===== src/rtl/barrel_pkg.sv =====
// barrel_pkg
// Shared definitions for the barrel core memory path:
//   - resp_e          : response tracking states of mem_arbiter
//   - STARVE_LIMIT_DEFAULT : default fetch starvation guard
//   - BWE_*           : common store byte-enable patterns
package barrel_pkg;

    // Which requester (if any) owns the RAM response arriving next cycle.
    // The *_OOR states mark accesses that never touched the RAM and must
    // return zero data.
    typedef enum logic [2:0] {
        RESP_NONE      = 3'd0,
        RESP_FETCH     = 3'd1,
        RESP_LOAD      = 3'd2,
        RESP_LOAD_OOR  = 3'd3,
        RESP_FETCH_OOR = 3'd4
    } resp_e;

    localparam int STARVE_LIMIT_DEFAULT = 4;

    localparam logic [3:0] BWE_WORD    = 4'b1111;
    localparam logic [3:0] BWE_HALF_LO = 4'b0011;
    localparam logic [3:0] BWE_HALF_HI = 4'b1100;

endpackage : barrel_pkg


===== src/rtl/mem_arbiter.sv =====
// mem_arbiter
// Shares one single-port ram32 between the instruction-fetch port and the
// load/store port of the barrel core. One access per cycle, data first,
// with a starvation guard that hands the RAM to fetch after STARVE_LIMIT
// consecutive data grants while fetch waits. Read responses (1-cycle RAM
// latency) are steered back to the port that issued them.
//
// Ports:
//   clk, resetn                 clock, asynchronous active-low reset
//   i_req/i_addr -> i_gnt       fetch request / word address / accept
//   i_rvalid, i_rdata           fetch response (data gated by valid)
//   d_req/d_we/d_addr/d_wdata/d_bwe -> d_gnt   data request / accept
//   d_rvalid, d_rdata, d_err    load response, out-of-range error pulse
//   ram_addr/ram_din/ram_bwe/ram_ren -> ram32, ram_dout <- ram32
module mem_arbiter
    import barrel_pkg::*;
#(
    parameter int ADDR_WIDTH   = 12,
    parameter int STARVE_LIMIT = STARVE_LIMIT_DEFAULT
) (
    input  logic                  clk,
    input  logic                  resetn,
    input  logic                  i_req,
    input  logic [31:2]           i_addr,
    output logic                  i_gnt,
    output logic                  i_rvalid,
    output logic [31:0]           i_rdata,
    input  logic                  d_req,
    input  logic                  d_we,
    input  logic [31:2]           d_addr,
    input  logic [31:0]           d_wdata,
    input  logic [3:0]            d_bwe,
    output logic                  d_gnt,
    output logic                  d_rvalid,
    output logic [31:0]           d_rdata,
    output logic                  d_err,
    output logic [ADDR_WIDTH-1:2] ram_addr,
    output logic [31:0]           ram_din,
    output logic [3:0]            ram_bwe,
    output logic                  ram_ren,
    input  logic [31:0]           ram_dout
);

    localparam int              CNT_W   = $clog2(STARVE_LIMIT + 1);
    localparam logic [CNT_W-1:0] CNT_MAX = CNT_W'(STARVE_LIMIT);

    resp_e            resp_reg, resp_next;
    logic [CNT_W-1:0] starve_cnt_reg, starve_cnt_next;
    logic             d_err_reg, d_err_next;

    logic i_oor, d_oor, fetch_turn;

    assign i_oor      = |i_addr[31:ADDR_WIDTH];
    assign d_oor      = |d_addr[31:ADDR_WIDTH];
    assign fetch_turn = (starve_cnt_reg == CNT_MAX);

    // Grants are forced low during reset so nothing reaches the RAM while
    // the response tracker is being cleared.
    assign i_gnt = resetn & i_req & (~d_req | fetch_turn);
    assign d_gnt = resetn & d_req & ~(i_req & fetch_turn);

    // RAM drive: out-of-range accesses are granted but leave the RAM idle.
    always_comb begin
        ram_ren  = 1'b0;
        ram_bwe  = 4'b0000;
        ram_addr = '0;
        ram_din  = 32'h0;
        if (i_gnt && !i_oor) begin
            ram_ren  = 1'b1;
            ram_addr = i_addr[ADDR_WIDTH-1:2];
        end else if (d_gnt && !d_oor) begin
            ram_addr = d_addr[ADDR_WIDTH-1:2];
            if (d_we) begin
                ram_bwe = d_bwe;
                ram_din = d_wdata;
            end else begin
                ram_ren = 1'b1;
            end
        end
    end

    always_comb begin
        resp_next = RESP_NONE;
        if (i_gnt)
            resp_next = i_oor ? RESP_FETCH_OOR : RESP_FETCH;
        else if (d_gnt && !d_we)
            resp_next = d_oor ? RESP_LOAD_OOR : RESP_LOAD;

        d_err_next = d_gnt & d_oor;

        // Counts data grants that happened while fetch was waiting.
        starve_cnt_next = starve_cnt_reg;
        if (i_gnt || !i_req)
            starve_cnt_next = '0;
        else if (d_gnt && starve_cnt_reg != CNT_MAX)
            starve_cnt_next = starve_cnt_reg + 1'b1;
    end

    always_ff @(posedge clk or negedge resetn) begin
        if (!resetn) begin
            resp_reg       <= RESP_NONE;
            starve_cnt_reg <= '0;
            d_err_reg      <= 1'b0;
        end else begin
            resp_reg       <= resp_next;
            starve_cnt_reg <= starve_cnt_next;
            d_err_reg      <= d_err_next;
        end
    end

    assign i_rvalid = (resp_reg == RESP_FETCH) || (resp_reg == RESP_FETCH_OOR);
    assign d_rvalid = (resp_reg == RESP_LOAD)  || (resp_reg == RESP_LOAD_OOR);
    assign i_rdata  = (resp_reg == RESP_FETCH) ? ram_dout : 32'h0;
    assign d_rdata  = (resp_reg == RESP_LOAD)  ? ram_dout : 32'h0;
    assign d_err    = d_err_reg;

endmodule : mem_arbiter


===== config.mk =====
export PLATFORM = sky130hd
export DESIGN_NAME = mem_arbiter
export DESIGN_NICKNAME = d
export VERILOG_FILES = /design/src/rtl/barrel_pkg.sv /design/src/rtl/mem_arbiter.sv
export SDC_FILE = /design/constraint.sdc
export NUM_CORES = 1
export LEC_CHECK = 0
export CAP_MARGIN = 20
export CORE_AREA = 2 2 95 97
export CTS_CLUSTER_DIAMETER = 150
export DETAILED_ROUTE_END_ITERATION = 6
export DIE_AREA = 0 0 97 99
export GPL_ROUTABILITY_DRIVEN = 0
export GPL_TIMING_DRIVEN = 0
export PLACE_DENSITY = 0.73
export REMOVE_ABC_BUFFERS = 1
export SLEW_MARGIN = 15
export SYNTH_ARGS = -nofsm -noshare
export SYNTH_HDL_FRONTEND = slang
export SYNTH_SLANG_ARGS = --single-unit

===== constraint.sdc =====
create_clock -name clk -period 4 [get_ports clk]
set_input_delay 1.2 -clock clk [delete_from_list [all_inputs] [get_ports clk]]
set_output_delay 1.2 -clock clk [all_outputs]
set_load 0.005 [all_outputs]

==> results of run 1 <==
[metrics by stage]
step / instance area [um^2] / cells
4_1_cts: 4230 / 604
3_3_place_gp: 3920 / 572
5_1_grt: 4290 / 610
2_1_floorplan: 1300 / 216
6_report: 4290 / 610
3_5_place_dp: 4000 / 578
[what timing repair did]
action                     CTS  global route
setup buffers               19             6
cloned                       4             0
setup endpoints to repair   49            43
gates resized for setup    212            51
pin swaps                    8            13
[worst paths after layout]
check / start / end / slack (ps)
max: d_addr[14] / ram_addr[7] / -40
min: starve_cnt_reg[2]$_DFFE_PN0P_ / starve_cnt_reg[2]$_DFFE_PN0P_ / 660
max reg2reg: starve_cnt_reg[0]$_DFFE_PN0P_ / starve_cnt_reg[1]$_DFFE_PN0P_ / 2310
min reg2reg: starve_cnt_reg[2]$_DFFE_PN0P_ / starve_cnt_reg[2]$_DFFE_PN0P_ / 660
max in group asynchronous: resetn / resp_reg[1]$_DFF_PN0_ / 2810
min in group asynchronous: resetn / starve_cnt_reg[2]$_DFFE_PN0P_ / 950
[synth_stat cells, drive strengths merged (2+ instances only)]
cell type	count	share of area
and2	67	0.30
nand3	39	0.14
nor2	39	0.10
nand2	24	0.065
clkbuf	15	0.040
o22ai	11	0.049
nor4	8	0.036
buf	7	0.026
dfrtp	7	0.13
inv	4	0.011
and3	3	0.013
ha	2	0.018
nor2b	2	0.0090
or4	2	0.011
xnor2	2	0.013
[worst min-delay path, cell delays in order, from the launching register on]
cell and delay, ps:
sky130_fd_sc_hd__dfrtp_1 380, sky130_fd_sc_hd__xnor2_1 80, sky130_fd_sc_hd__and3_1 160
[logic make-up (layout without fill, tap and decap cells)]
group,after synthesis,in the layout,synth area share
XOR/XNOR,3,3,0.0188
adder cells (fa/ha/maj),2,2,0.0179
flip-flops,7,7,0.125
AND/OR/NAND/NOR,186,186,0.688
buffers and inverters,26,290,0.0771
AO/OA/AOI/OAI,14,14,0.0726
[layer usage]
layer  up-vias  wire, um
li1       1316         -
met1      1189      3050
met2       170      4720
met3        14       722
met4         0       176
met5         -         0
[power groups by stage]
stage | clock [uW] | sequential (uW) | combinational [uW]
finish | 101 | 77.6 | 248
global route | 108 | 78.0 | 265
CTS | 102 | 77.6 | 244
detailed placement | 0 | 78.5 | 232
global placement | 0 | 78.0 | 226
floorplan | 0 | 77.6 | 43.6
[cell type report]
class / instances / area (um^2) / share of cell area
Timing Repair inverter: 2 / 17.5 / 0.00408
Tap cell: 108 / 135 / 0.0315
Timing Repair Buffer: 280 / 2580 / 0.601
Multi-Input combinational cell: 205 / 1290 / 0.302
Clock buffer: 4 / 45.0 / 0.0105
Inverter: 4 / 45.0 / 0.0105
Sequential cell: 7 / 175 / 0.0408
==> results.md, run 1 <==
Run status:
- The run finished, with violations left.
- The checks that failed: setup timing.

Final layout:
- The final core utilization is 0.502.
- The library cell used most frequently in the layout, excluding fill and tap cells, is sky130_fd_sc_hd__clkdlybuf4s50_1.
- Leaving out fill and tap cells, the most frequent cells in the layout are sky130_fd_sc_hd__clkdlybuf4s50_1 (186), sky130_fd_sc_hd__and2_1 (67), sky130_fd_sc_hd__buf_2 (39).
- Of the cells placed in the final design, the portion with a size suffix greater than 1 is 0.247.
- 0 antenna diodes ended up in the layout.
- From synthesis to final layout, the design area changed by 207%.
- The count of fill cells added during filler insertion is 821.
- After the last flow step, the layout net total stands at about 640.

Timing:
- The setup total negative slack is -98.2 ps.
- The share of the clock period used by the worst path is 1.01.
- The post-route minimum period is 4040 ps.
- For the pin with the worst max-slew slack, the measured transition is 692 ps.
- The clock arrives with between 0.4 and 0.5 ps of skew.
- On the final layout, the worst hold slack is 663 ps.
- Setup repair after global routing could not meet its margin everywhere.
- The hold violation count in the final report is 0.
- The number of slew-limit violations in the final report is 0.
- Based on the critical path, the design can be clocked at up to 248 MHz.
- Measured against its own limit, the worst slew margin works out to 0.538.
- Setup violations remaining at the end of the flow were counted as 7.
- The worst setup slack after layout is -39.7 ps.

Detailed routing:
- The number of DRC markers in iteration 0 is 37.
- Dividing the detail-routed via count by the number of cells gives 4.41.
- The total vias in the final route is 2689.
- Wires add up to about 8.7 mm.
- The average wire per cell in the routed design is 14.2 um.
- The detailed-routing iteration count for the pre-antenna-repair pass is 4.
- For this run, design rule violations remaining after detail routing come to 0.
- The number of nets with antenna violations after detailed routing is 0.

Pwr:
- The share of total power dissipated in the clock network is 0.237.
- The total power per unit cell area is 99.3 mW/mm^2.
- The internal power of the cells is between 300 and 400 uW.
- The part of the power in combinational logic is 0.581.
- After layout, the design draws a total of 426 uW.
- The net switching component of the power is 111 uW.
- The share of total power dissipated in sequential elements is 0.182.
- The analysis attributes to cell leakage a power of around 0.0017 uW.
- The worst-case IR drop observed on VDD is 0.0000810 V.
- Of the total power, the share spent switching nets is 0.261.

Global route:
- The global route total overflow is 0.
- In the global route stage, met1 resource usage came out at 0.163.
- For this run, global-route usage on met2 was measured as 0.330.
- The number of global-route vias before repair is 2610.
- The first-pass GRT wire length is 12.7 mm.
- The layer with the highest usage after global routing is met2.
- The initial antenna violation count was 0.
- The routing usage on met3 is 0.0390.
- Entering global routing, the biggest net connects 27 pins.
- Across every metal layer, demand over resource in global routing totals 0.163.

Worst setup path:
- Together, buffers and inverters on the worst path number 6.
- The slowest stage of the critical path belongs to the cell sky130_fd_sc_hd__or4_4.
- The kind of cell adding the most delay to the critical path is buffers and inverters.
- The kind of critical path is in -> out.
- Traced cell by cell, the critical path runs through buf_6 > or4_4 > nor2_2 > nand4_1 > buf_4 > buf_6 > buf_6 > buf_6 > o22ai_4 > buf_2.
- The endpoint type of the worst setup path is a primary output.
- Counting cells, the worst reg-to-reg path comes to 9.
- In this design, the stage delay of the slowest critical-path cell is 520 ps.
- Of all nets on the critical path, the largest fanout is 4.
- The required time at the endpoint of the critical path is 2800 ps.
- The most numerous cell type found on the critical path is sky130_fd_sc_hd__buf_6.
- The critical path runs through a total of 10 cells.
- For the worst setup path, the data arrival time is 2840 ps.
- STA classifies the critical path startpoint as an input port.

Synth:
- The sequential share of the synthesized area is 0.125.
- The flop and latch count out of synthesis is 7.
- The share of flip-flops with an asynchronous set or reset after synthesis is 1.00.
- Among all flip-flop cells after synthesis, the most frequent one is sky130_fd_sc_hd__dfrtp_1.
- For this run, the number of Yosys warnings is 0.
- Counting every instance in the synthesized netlist gives 238.
- The number of enable-type register cells in the synthesized netlist is 0.
- The distinct cell type count of the synthesized netlist is 23.
- The average instance in the mapped netlist occupies between 5 and 6 um^2.
- The cell area after technology mapping is 0.00140 mm^2.

Clocking:
- The CTS H-tree depth is 1.
- The number of buffers added to fix hold violations after cts is 0.
- Counting the buffers created by CTS gives 3.
- In this run the deepest clock path goes through 2 buffers.
- The TritonCTS clock tree is built.
- The clock-pin slew on the worst setup and hold paths is 40 ps.
- For the worst-skew pair, the clock arrives at the later sink with an insertion delay of 230 ps.
- The clock tree root driver cell is sky130_fd_sc_hd__clkbuf_8.
- CTS saw 7 sinks.

Die:
- The placement row count is 34.
- The initial core utilization is 0.163.
- From left edge to right edge, the die measures 97 um.
- The core area is 0.00855 mm^2.
- The number of top-level design ports is 249.
- The area of the die is around 0.0096 mm^2.
- The die span in y is between 90 and 100 um.

Worst hold path:
- Counting instances, the worst hold path has a depth of 2.
- The path type of the worst min-delay path is reg -> reg.

Run:
- Across the run, the number of max-cap violations was 0.

Placed design:
- The placement-stage worst setup slack is -1000 ps.
- The count of port buffers added during placement is about 250.
- Detailed placement ended at an HPWL of ~6.8 mm.
No activity file was read; power rests on OpenSTA's default activity.
==> run 2: changes to the inputs <==
--- a/config.mk
+++ b/config.mk
@@ -7,6 +7,7 @@
 export LEC_CHECK = 0
 export CAP_MARGIN = 20
 export CORE_AREA = 2 2 95 97
+export CTS_BUF_LIST = sky130_fd_sc_hd__clkbuf_16
 export CTS_CLUSTER_DIAMETER = 150
 export DETAILED_ROUTE_END_ITERATION = 6
 export DIE_AREA = 0 0 97 99
==> run 2 against run 1 <==
Net effect: the run still ends with setup timing left; first-iteration DRC count is the same; routed wire length shrank 0.37%; non-clock buffer count is the same; flip-flop and latch count is the same; final cell count is the same; register-to-register slack lost 20 ps; largest cell class unchanged; largest power group unchanged.
==> results.md, run 2 (synthesized netlist as in run 1, its figures left out) <==
Run status:
- Result of the run: finished, violations left (unchanged).
- Failing checks: setup timing (unchanged).

Detailed routing:
- The number of nets with antenna violations after detailed routing is 0 (unchanged).
- The total met2 wirelength after detailed routing is 4.70 mm (was 4.72 mm).
- The total detailed-routing wirelength came to 8.64 mm (was 8.67 mm).
- The average wire per cell in the routed design is 14.2 um (about the same).
- The number of design rule violations left after detail routing was 0 (unchanged).
- The detailed-routing iteration count for the pre-antenna-repair pass came to 4 (unchanged).
- The total met3 wirelength after detailed routing was 716 um (was 722 um).
- The sum of routed wire segments on met1 is 3.06 mm (was 3.05 mm).
- The uppermost signal routing layer after detailed routing is met4 (unchanged).
- The via density per instance was 4.40 (was 4.41).
- The number of DRC markers in iteration 0 came to 37 (unchanged).
- The total vias in the final route is 2687 (was 2689).

Worst setup path:
- The required time at the endpoint of the critical path is 2800 ps (about the same).
- The launching point of the worst reg2reg path is starve_cnt_reg[0]$_DFFE_PN0P_ (unchanged).
- The critical path data arrival time is 2840 ps (about the same).
- The worst reg2reg path depth is 9 (unchanged).
- The maximum net fanout on the critical path is 4 (unchanged).
- The endpoint type of the worst setup path is a primary output (unchanged).
- The endpoint of the worst register-to-register path is starve_cnt_reg[1]$_DFFE_PN0P_ (unchanged).
- The kind of critical path is in -> out (unchanged).
- The launching element type of the critical path is an input port (unchanged).
- The register-to-register setup slack is 2290 ps (was 2310 ps).

Global route:
- The largest net degree at the start of global routing is 27 (unchanged).
- The first-pass GRT wire length is 12.7 mm (unchanged).
- The number of global-route vias before repair is 2616 (was 2610).
- The global route total overflow is 0 (unchanged).
- The initial antenna violation count is 0 (unchanged).
- The total routing resource utilization after global routing came to 0.162 (was 0.163).

Final layout:
- The layout cell share with drive strength beyond 1 is 0.247 (unchanged).
- The number of antenna diodes is 0 (unchanged).
- Top library cells by usage in the layout, fill and taps aside: sky130_fd_sc_hd__clkdlybuf4s50_1 (186), sky130_fd_sc_hd__and2_1 (67), sky130_fd_sc_hd__buf_2 (39) (unchanged).
- The number of nets at the end of the flow is 638 (unchanged).
- The final core utilization is 0.506 (was 0.502).
- The most common library cell in the layout ignoring fill and taps is sky130_fd_sc_hd__clkdlybuf4s50_1 (unchanged).
- The final design area excluding fillers is 0.00432 mm^2 (was 0.00429 mm^2).
- The layout overhead on the synthesized area is 210% (was 207%).

Timing:
- The total setup violations reported at the end of the flow is 7 (unchanged).
- The hold violation count in the final report came to 0 (unchanged).
- The clock tree skew after final layout is 0.288 ps (was 0.431 ps).
- The worst slew margin relative to its limit was 0.535 (was 0.538).
- The worst-margin pin slew was 697 ps (was 692 ps).
- The share of the clock period used by the worst path came to 1.01 (about the same).
- The worst setup slack after layout is -39.3 ps (was -39.7 ps).
- RSZ-0062 raised after global routing: true (unchanged).
- The post-route minimum period is 4040 ps (about the same).
- The number of slew-limit violations in the final report is 0 (unchanged).
- The post-route worst hold slack is 672 ps (was 663 ps).
- The maximum operating frequency is 248 MHz (about the same).

Clocking:
- The total clock buffers created by CTS was 3 (unchanged).
- The CTS H-tree depth is 1 (unchanged).
- The TritonCTS clock tree is built (unchanged).
- The number of buffers added to fix hold violations after cts is 0 (unchanged).
- The clock tree root driver cell is sky130_fd_sc_hd__clkbuf_16 (was sky130_fd_sc_hd__clkbuf_8).
- The worst-skew pair later-pin latency is 230 ps (about the same).
- The number of buffers on the longest clock path is 2 (unchanged).
- The clock sink count is 7 (unchanged).
- The clock-pin slew on the worst setup and hold paths came to 40 ps (about the same).

Die:
- The die span in y came to 99 um (unchanged).
- The number of top-level design ports came to 249 (unchanged).
- The area of the die is 0.00960 mm^2 (unchanged).
- The placement row count came to 34 (unchanged).
- The floorplan die width is 97 um (unchanged).
- The core area came to 0.00855 mm^2 (unchanged).
- The initial core utilization is 0.163 (unchanged).

Worst hold path:
- The cell depth of the worst hold path was 2 (unchanged).
- The worst min-delay path startpoint is starve_cnt_reg[2]$_DFFE_PN0P_ (unchanged).
- The worst hold endpoint is starve_cnt_reg[2]$_DFFE_PN0P_ (unchanged).
- The path type of the worst min-delay path is reg -> reg (unchanged).

Pwr:
- The total power per unit cell area came to 114 mW/mm^2 (was 99.3 mW/mm^2).
- The peak supply drop is 0.000130 V (was 0.0000810 V).
- The post-layout total power is 492 uW (was 426 uW).
- The leakage component of the power came to 0.00175 uW (was 0.00173 uW).

Placed design:
- The post-DP HPWL is 6.76 mm (unchanged).
- The count of port buffers added during placement is 248 (unchanged).
- The instance area at placement was 0.00400 mm^2 (unchanged).

Run:
- The reported max-cap violation count is 0 (unchanged).
[run 2: cell types whose count changed in the layout (fill, tap and decap cells not counted), sizes merged]
cell	change
clkbuf	-1
inv	+1
[run 2: per-layer routing]
layer  vias up  track usage
met5         -            0
met4         0       0.0379
met3        12       0.0404
met2       168        0.331
met1      1186        0.162
li1       1321            -
[run 2: how the worst max path moves through the flow]
stage                from     endpoint  depth (start not counted)
2_1_floorplan  d_addr[13]      ram_ren                          4
3_3_place_gp   d_addr[13]      ram_ren                          6
3_5_place_dp       resetn  ram_addr[7]                          6
4_1_cts        d_addr[14]  ram_addr[7]                         10
5_1_grt        d_addr[14]  ram_addr[7]                         10
6_report       d_addr[14]  ram_addr[7]                         10
[run 2: area by class of cell]
type | count | area (um^2)
clock buffers | 3 | 75.1
clock inverters | 1 | 3.75
fillers | 817 | 4230
inverters | 4 | 45.0
multi-input cells | 205 | 1290
flip-flops and latches | 7 | 175
well taps | 108 | 135
repair buffers | 280 | 2580
repair inverters | 2 | 17.5
[run 2: power breakdown]
part	total [uW]	internal, uW	switching (uW)
sequential	77.7	74.6	3.04
combinational	248	171	76.2
clock	166	130	36.3
total	492	376	116
[run 2: worst max-delay path: stages]
cell                      delay (ps)
sky130_fd_sc_hd__buf_6            90
sky130_fd_sc_hd__or4_4           520
sky130_fd_sc_hd__nor2_2          110
sky130_fd_sc_hd__nand4_1         120
sky130_fd_sc_hd__buf_4           180
sky130_fd_sc_hd__buf_6           120
sky130_fd_sc_hd__buf_6           110
sky130_fd_sc_hd__buf_6           110
sky130_fd_sc_hd__o22ai_4         140
sky130_fd_sc_hd__buf_2           140
[run 2: repair_timing]
| action | 4_1_cts | 5_1_grt |
|---|---|---|
| setup buffers | 19 | 6 |
| pin swaps | 8 | 13 |
| gates resized for setup | 212 | 51 |
| setup endpoints to repair | 49 | 43 |
| cloned | 4 | 0 |
[run 2: per-stage QoR]
stage | setup WS (ps) | setup TNS [ps] | cells
after floorplan | -651 | -22330 | 216
after global placement | -2320 | -107080 | 572
after detailed placement | -1000 | -44820 | 578
after CTS | -37.9 | -63.1 | 604
after global routing | -84.5 | -546 | 610
final | -39.3 | -86.9 | 610
==> run 3: changes to the inputs <==
--- a/config.mk
+++ b/config.mk
@@ -5,15 +5,17 @@
 export SDC_FILE = /design/constraint.sdc
 export NUM_CORES = 1
 export LEC_CHECK = 0
+export ABC_AREA = 1
 export CAP_MARGIN = 20
-export CORE_AREA = 2 2 95 97
+export CORE_AREA = 2 2 96 98
 export CTS_BUF_LIST = sky130_fd_sc_hd__clkbuf_16
 export CTS_CLUSTER_DIAMETER = 150
 export DETAILED_ROUTE_END_ITERATION = 6
-export DIE_AREA = 0 0 97 99
+export DIE_AREA = 0 0 98 100
 export GPL_ROUTABILITY_DRIVEN = 0
 export GPL_TIMING_DRIVEN = 0
-export PLACE_DENSITY = 0.73
+export PLACE_DENSITY = 0.72
+export RECOVER_POWER = 50
 export REMOVE_ABC_BUFFERS = 1
 export SLEW_MARGIN = 15
 export SYNTH_ARGS = -nofsm -noshare
==> run 3 against run 2 <==
Net effect: critical path type unchanged; largest power group unchanged; via count is 0.78% lower; flip-flop and latch count unchanged; synthesized cell count rose by 23%; the run now ends clean.
==> results.md, run 3 <==
Synth:
- The proportion of synthesized area in mux cells is 0 (unchanged).
- The flip-flop cell with the highest count after synthesis is sky130_fd_sc_hd__dfrtp_1 (unchanged).
- The number of instances in the synthesized netlist is 292 (was 238).
- The share of synthesized cell area in and, or, nand and nor gates is 0.571 (was 0.688).
- The most area-hungry cell type in the Yosys netlist is sky130_fd_sc_hd__nor2_1 (was sky130_fd_sc_hd__and2_1).
- The arithmetic-cell share of the synthesized area counting full adders, half adders and majority gates is 0.0176 (was 0.0179).
- Top post-synthesis cells by count: sky130_fd_sc_hd__nor2_1 (106), sky130_fd_sc_hd__inv_1 (78), sky130_fd_sc_hd__nand3_1 (26), sky130_fd_sc_hd__nand2_1 (25), sky130_fd_sc_hd__nor2_2 (20) (was sky130_fd_sc_hd__and2_1 (67), sky130_fd_sc_hd__nand3_1 (39), sky130_fd_sc_hd__nor2_1 (39), sky130_fd_sc_hd__nand2_1 (24), sky130_fd_sc_hd__clkbuf_1 (15)).
- The most used standard cell by instance count after synthesis is sky130_fd_sc_hd__nor2_1 (was sky130_fd_sc_hd__and2_1).
- The compound-gate portion of the synthesized area came to 0.0211 (was 0.0726).
- The cell area after technology mapping is 0.00142 mm^2 (was 0.00140 mm^2).
- The share of flip-flops with an asynchronous set or reset after synthesis is 1.00 (unchanged).
- The combinational family with the most area after synthesis was simple AND/OR/NAND/NOR gates (unchanged).
- Top area cells in the synthesized netlist: sky130_fd_sc_hd__nor2_1 (28%), sky130_fd_sc_hd__inv_1 (21%), sky130_fd_sc_hd__dfrtp_1 (12%), sky130_fd_sc_hd__nand3_1 (9.1%), sky130_fd_sc_hd__nor2_2 (8.8%) (was sky130_fd_sc_hd__and2_1 (30%), sky130_fd_sc_hd__nand3_1 (14%), sky130_fd_sc_hd__dfrtp_1 (13%), sky130_fd_sc_hd__nor2_1 (10%), sky130_fd_sc_hd__nand2_1 (6.5%)).
- The number of warning messages in the yosys log is 0 (unchanged).
- The sequential share of the synthesized area is 0.123 (was 0.125).
- The area fraction of the dominant cell type after synthesis is 0.280 (was 0.300).
- The xor-xnor portion of the synthesized cell area came to 0.00616 (was 0.0188).
- The synthesized area divided by synthesized cell count came to 4.87 um^2 (was 5.87 um^2).
- The distinct cell type count of the synthesized netlist came to 21 (was 23).
- The number of enable-type register cells in the synthesized netlist is 0 (unchanged).
- The flop and latch count out of synthesis is 7 (unchanged).

Worst setup path:
- The worst stage delay on the critical path is 500 ps (was 520 ps).
- The endpoint type of the worst setup path is a primary output (unchanged).
- The most repeated library cell on the critical path is sky130_fd_sc_hd__nand3_1 (was sky130_fd_sc_hd__buf_6).
- The launching element type of the critical path is an input port (unchanged).
- The cell at the slowest stage of the critical path is sky130_fd_sc_hd__clkdlybuf4s50_1 (was sky130_fd_sc_hd__or4_4).
- The kind of critical path is in -> out (unchanged).
- The count of buffering cells on the critical path with inverters included is 5 (was 6).
- Cells traversed along the worst timing path: clkdlybuf4s50_1 > nand3_1 > nand3_1 > clkinvlp_4 > buf_4 > nand3_4 > buf_12 > nor2_1 > dlygate4sd2_1 (was buf_6 > or4_4 > nor2_2 > nand4_1 > buf_4 > buf_6 > buf_6 > buf_6 > o22ai_4 > buf_2).
- The endpoint of the worst register-to-register path was resp_reg[0]$_DFF_PN0_ (was starve_cnt_reg[1]$_DFFE_PN0P_).
- The worst reg2reg path depth was 9 (unchanged).
- The kind of cell adding the most delay to the critical path is buffers and inverters (unchanged).
- The register-to-register setup slack came to 2480 ps (was 2290 ps).
- The launching point of the worst reg2reg path is starve_cnt_reg[0]$_DFFE_PN0P_ (unchanged).
- The critical path data arrival time is 2710 ps (was 2840 ps).
- The maximum net fanout on the critical path was 5 (was 4).
- The required time at the endpoint of the critical path was 2800 ps (about the same).

Detailed routing:
- The total vias in the final route is 2666 (was 2687).
- The number of nets with antenna violations after detailed routing is 0 (unchanged).
- The number of DRC markers in iteration 0 is 62 (was 37).
- The total detailed-routing wirelength is 7.88 mm (was 8.64 mm).
- The average wire per cell in the routed design is 11.7 um (was 14.2 um).
- The number of design rule violations left after detail routing is 0 (unchanged).
- The detailed-routing iteration count for the pre-antenna-repair pass is 4 (unchanged).
- The via density per instance came to 3.96 (was 4.40).

Pwr:
- The sequential group share of total power is 0.165 (was 0.158).
- The part of the power in combinational logic is 0.482 (was 0.504).
- The post-layout total power was 466 uW (was 492 uW).
- The clock network power share is 0.353 (was 0.338).
- The leakage component of the power is 0.00238 uW (was 0.00175 uW).
- The internal power of the cells is 354 uW (was 376 uW).
- The net switching component of the power was 113 uW (was 116 uW).
- The total power per unit cell area is 108 mW/mm^2 (was 114 mW/mm^2).
- The peak supply drop is 0.0000846 V (was 0.000130 V).
- The switching power share of the total was 0.242 (was 0.235).

Final layout:
- The layout overhead on the synthesized area was 203% (was 210%).
- The count of fill cells added during filler insertion came to 877 (was 817).
- The number of nets at the end of the flow is 698 (was 638).
- The final core utilization is 0.484 (was 0.506).
- The combined flip-flop and latch cell area is 175 um^2 (unchanged).
- The layout cell share with drive strength beyond 1 is 0.196 (was 0.247).
- The number of antenna diodes is 0 (unchanged).
- The final non-filler cell total is 673 (was 610).
- The area of the multi-input gates is 992 um^2 (was 0.00129 mm^2).
- Top library cells by usage in the layout, fill and taps aside: sky130_fd_sc_hd__clkdlybuf4s50_1 (132), sky130_fd_sc_hd__nor2_1 (93), sky130_fd_sc_hd__inv_1 (78) (was sky130_fd_sc_hd__clkdlybuf4s50_1 (186), sky130_fd_sc_hd__and2_1 (67), sky130_fd_sc_hd__buf_2 (39)).
- The most common library cell in the layout ignoring fill and taps was sky130_fd_sc_hd__clkdlybuf4s50_1 (unchanged).

Timing:
- The hold violation count in the final report was 0 (unchanged).
- The share of the clock period used by the worst path is 0.977 (was 1.01).
- The number of slew-limit violations in the final report is 0 (unchanged).
- The total setup violations reported at the end of the flow is 0 (was 7).
- RSZ-0062 raised after global routing: false (was true).
- The post-route minimum period is 3910 ps (was 4040 ps).
- The clock tree skew after final layout is 3.32 ps (was 0.288 ps).
- The maximum operating frequency is 256 MHz (was 248 MHz).
- The worst slew margin relative to its limit is 0.319 (was 0.535).
- The worst-margin pin slew was 1020 ps (was 697 ps).

Global route:
- The total routing resource utilization after global routing is 0.148 (was 0.162).
- The global route total overflow is 0 (unchanged).
- The number of global-route vias before repair is 2655 (was 2616).
- The largest net degree at the start of global routing is 34 (was 27).
- The initial antenna violation count is 0 (unchanged).
- The first-pass GRT wire length is 12.1 mm (was 12.7 mm).

Die:
- The number of top-level design ports was 249 (unchanged).
- The die span in y is 100 um (was 99 um).
- The initial core utilization was 0.160 (was 0.163).
- The area of the die is 0.00980 mm^2 (was 0.00960 mm^2).
- The floorplan die width is 98 um (was 97 um).
- The placement row count is 35 (was 34).
- The core area was 0.00889 mm^2 (was 0.00855 mm^2).

Clocking:
- The worst-skew pair later-pin latency is 230 ps (about the same).
- The TritonCTS clock tree is built (unchanged).
- The number of buffers added to fix hold violations after cts came to 0 (unchanged).
- The clock tree root driver cell is sky130_fd_sc_hd__clkbuf_16 (unchanged).
- The number of buffers on the longest clock path is 2 (unchanged).
- The clock sink count is 7 (unchanged).
- The CTS H-tree depth is 1 (unchanged).
- The clock-pin slew on the worst setup and hold paths is 30 ps (was 40 ps).
- The total clock buffers created by CTS is 3 (unchanged).

Worst hold path:
- The cell depth of the worst hold path is 2 (unchanged).
- The worst min-delay path startpoint is starve_cnt_reg[1]$_DFFE_PN0P_ (was starve_cnt_reg[2]$_DFFE_PN0P_).
- The path type of the worst min-delay path was reg -> reg (unchanged).
- The worst hold endpoint is starve_cnt_reg[1]$_DFFE_PN0P_ (was starve_cnt_reg[2]$_DFFE_PN0P_).

Run:
- The reported max-cap violation count is 0 (unchanged).

Placed design:
- The total instance count after detailed placement came to 639 (was 578).
- The post-DP HPWL was 6.23 mm (was 6.76 mm).
- The count of port buffers added during placement was 248 (unchanged).

Run status:
- Result of the run: finished clean (was finished, violations left).
-- run 3: cells by family (layout without fill, tap and decap cells) --
family / count (synthesis) / after routing
AO/OA/AOI/OAI: 6 / 6
flip-flops: 7 / 7
adder cells (fa/ha/maj): 2 / 2
XOR/XNOR: 1 / 1
buffers and inverters: 91 / 360
AND/OR/NAND/NOR: 185 / 186
-- run 3: worst max path at each step --
stage                     cells past startpoint     endpoint  slack (ps)       start
final                                         9  ram_din[15]          90       i_req
after CTS                                    13   ram_bwe[0]          20  d_addr[20]
after global placement                        6  ram_din[19]       -1050      resetn
after floorplan                               7   ram_bwe[0]         480  d_addr[27]
after global routing                         12   ram_din[3]           2  d_addr[22]
after detailed placement                      6  ram_din[19]       -1060      resetn
-- run 3: per-stage QoR --
step / hold WS [ps] / area (um^2) / worst slack (ps) / TNS, ps
finish: 607 / 4310 / 92.7 / 0
global route: 657 / 4310 / 1.62 / 0
CTS: 614 / 4270 / 23.9 / 0
detailed placement: 575 / 3970 / -1060 / -42300
global placement: 557 / 3970 / -1050 / -45070
floorplan: 536 / 1340 / 483 / 0
-- run 3: tightest hold or removal path, stage by stage (launching register included) --
cell	delay, ps
sky130_fd_sc_hd__dfrtp_1	380
sky130_fd_sc_hd__inv_1	80
sky130_fd_sc_hd__o21ai_0	90
-- run 3: layout make-up --
cell class,instances,area share
Multi-Input combinational cell,195,0.230
Timing Repair Buffer,278,0.610
Inverter,78,0.0689
Clock inverter,1,0.000872
Sequential cell,7,0.0407
Tap cell,111,0.0322
Clock buffer,3,0.0174
-- run 3: power groups by stage --
stage	Sequential [uW]	Combinational [uW]	Clock, uW
finish	77.1	225	165
floorplan	77.7	51.3	0
CTS	77.2	230	168
detailed placement	78.0	230	0
global route	77.9	247	176
global placement	77.8	225	0
-- run 3: what timing repair did --
item | in CTS | in global routing
pin swaps | 21 | 12
gates cloned | 3 | 0
endpoints found under the setup margin | 49 | 40
resized for setup | 195 | 28
setup buffers | 27 | 1
-- run 3: metal layers --
metal	track usage	vias to the layer above	routed length (um)
met5	0	-	0
met4	0.0331	0	94
met3	0.0362	6	748
met2	0.296	140	4250
met1	0.154	1152	2790
li1	-	1368	-
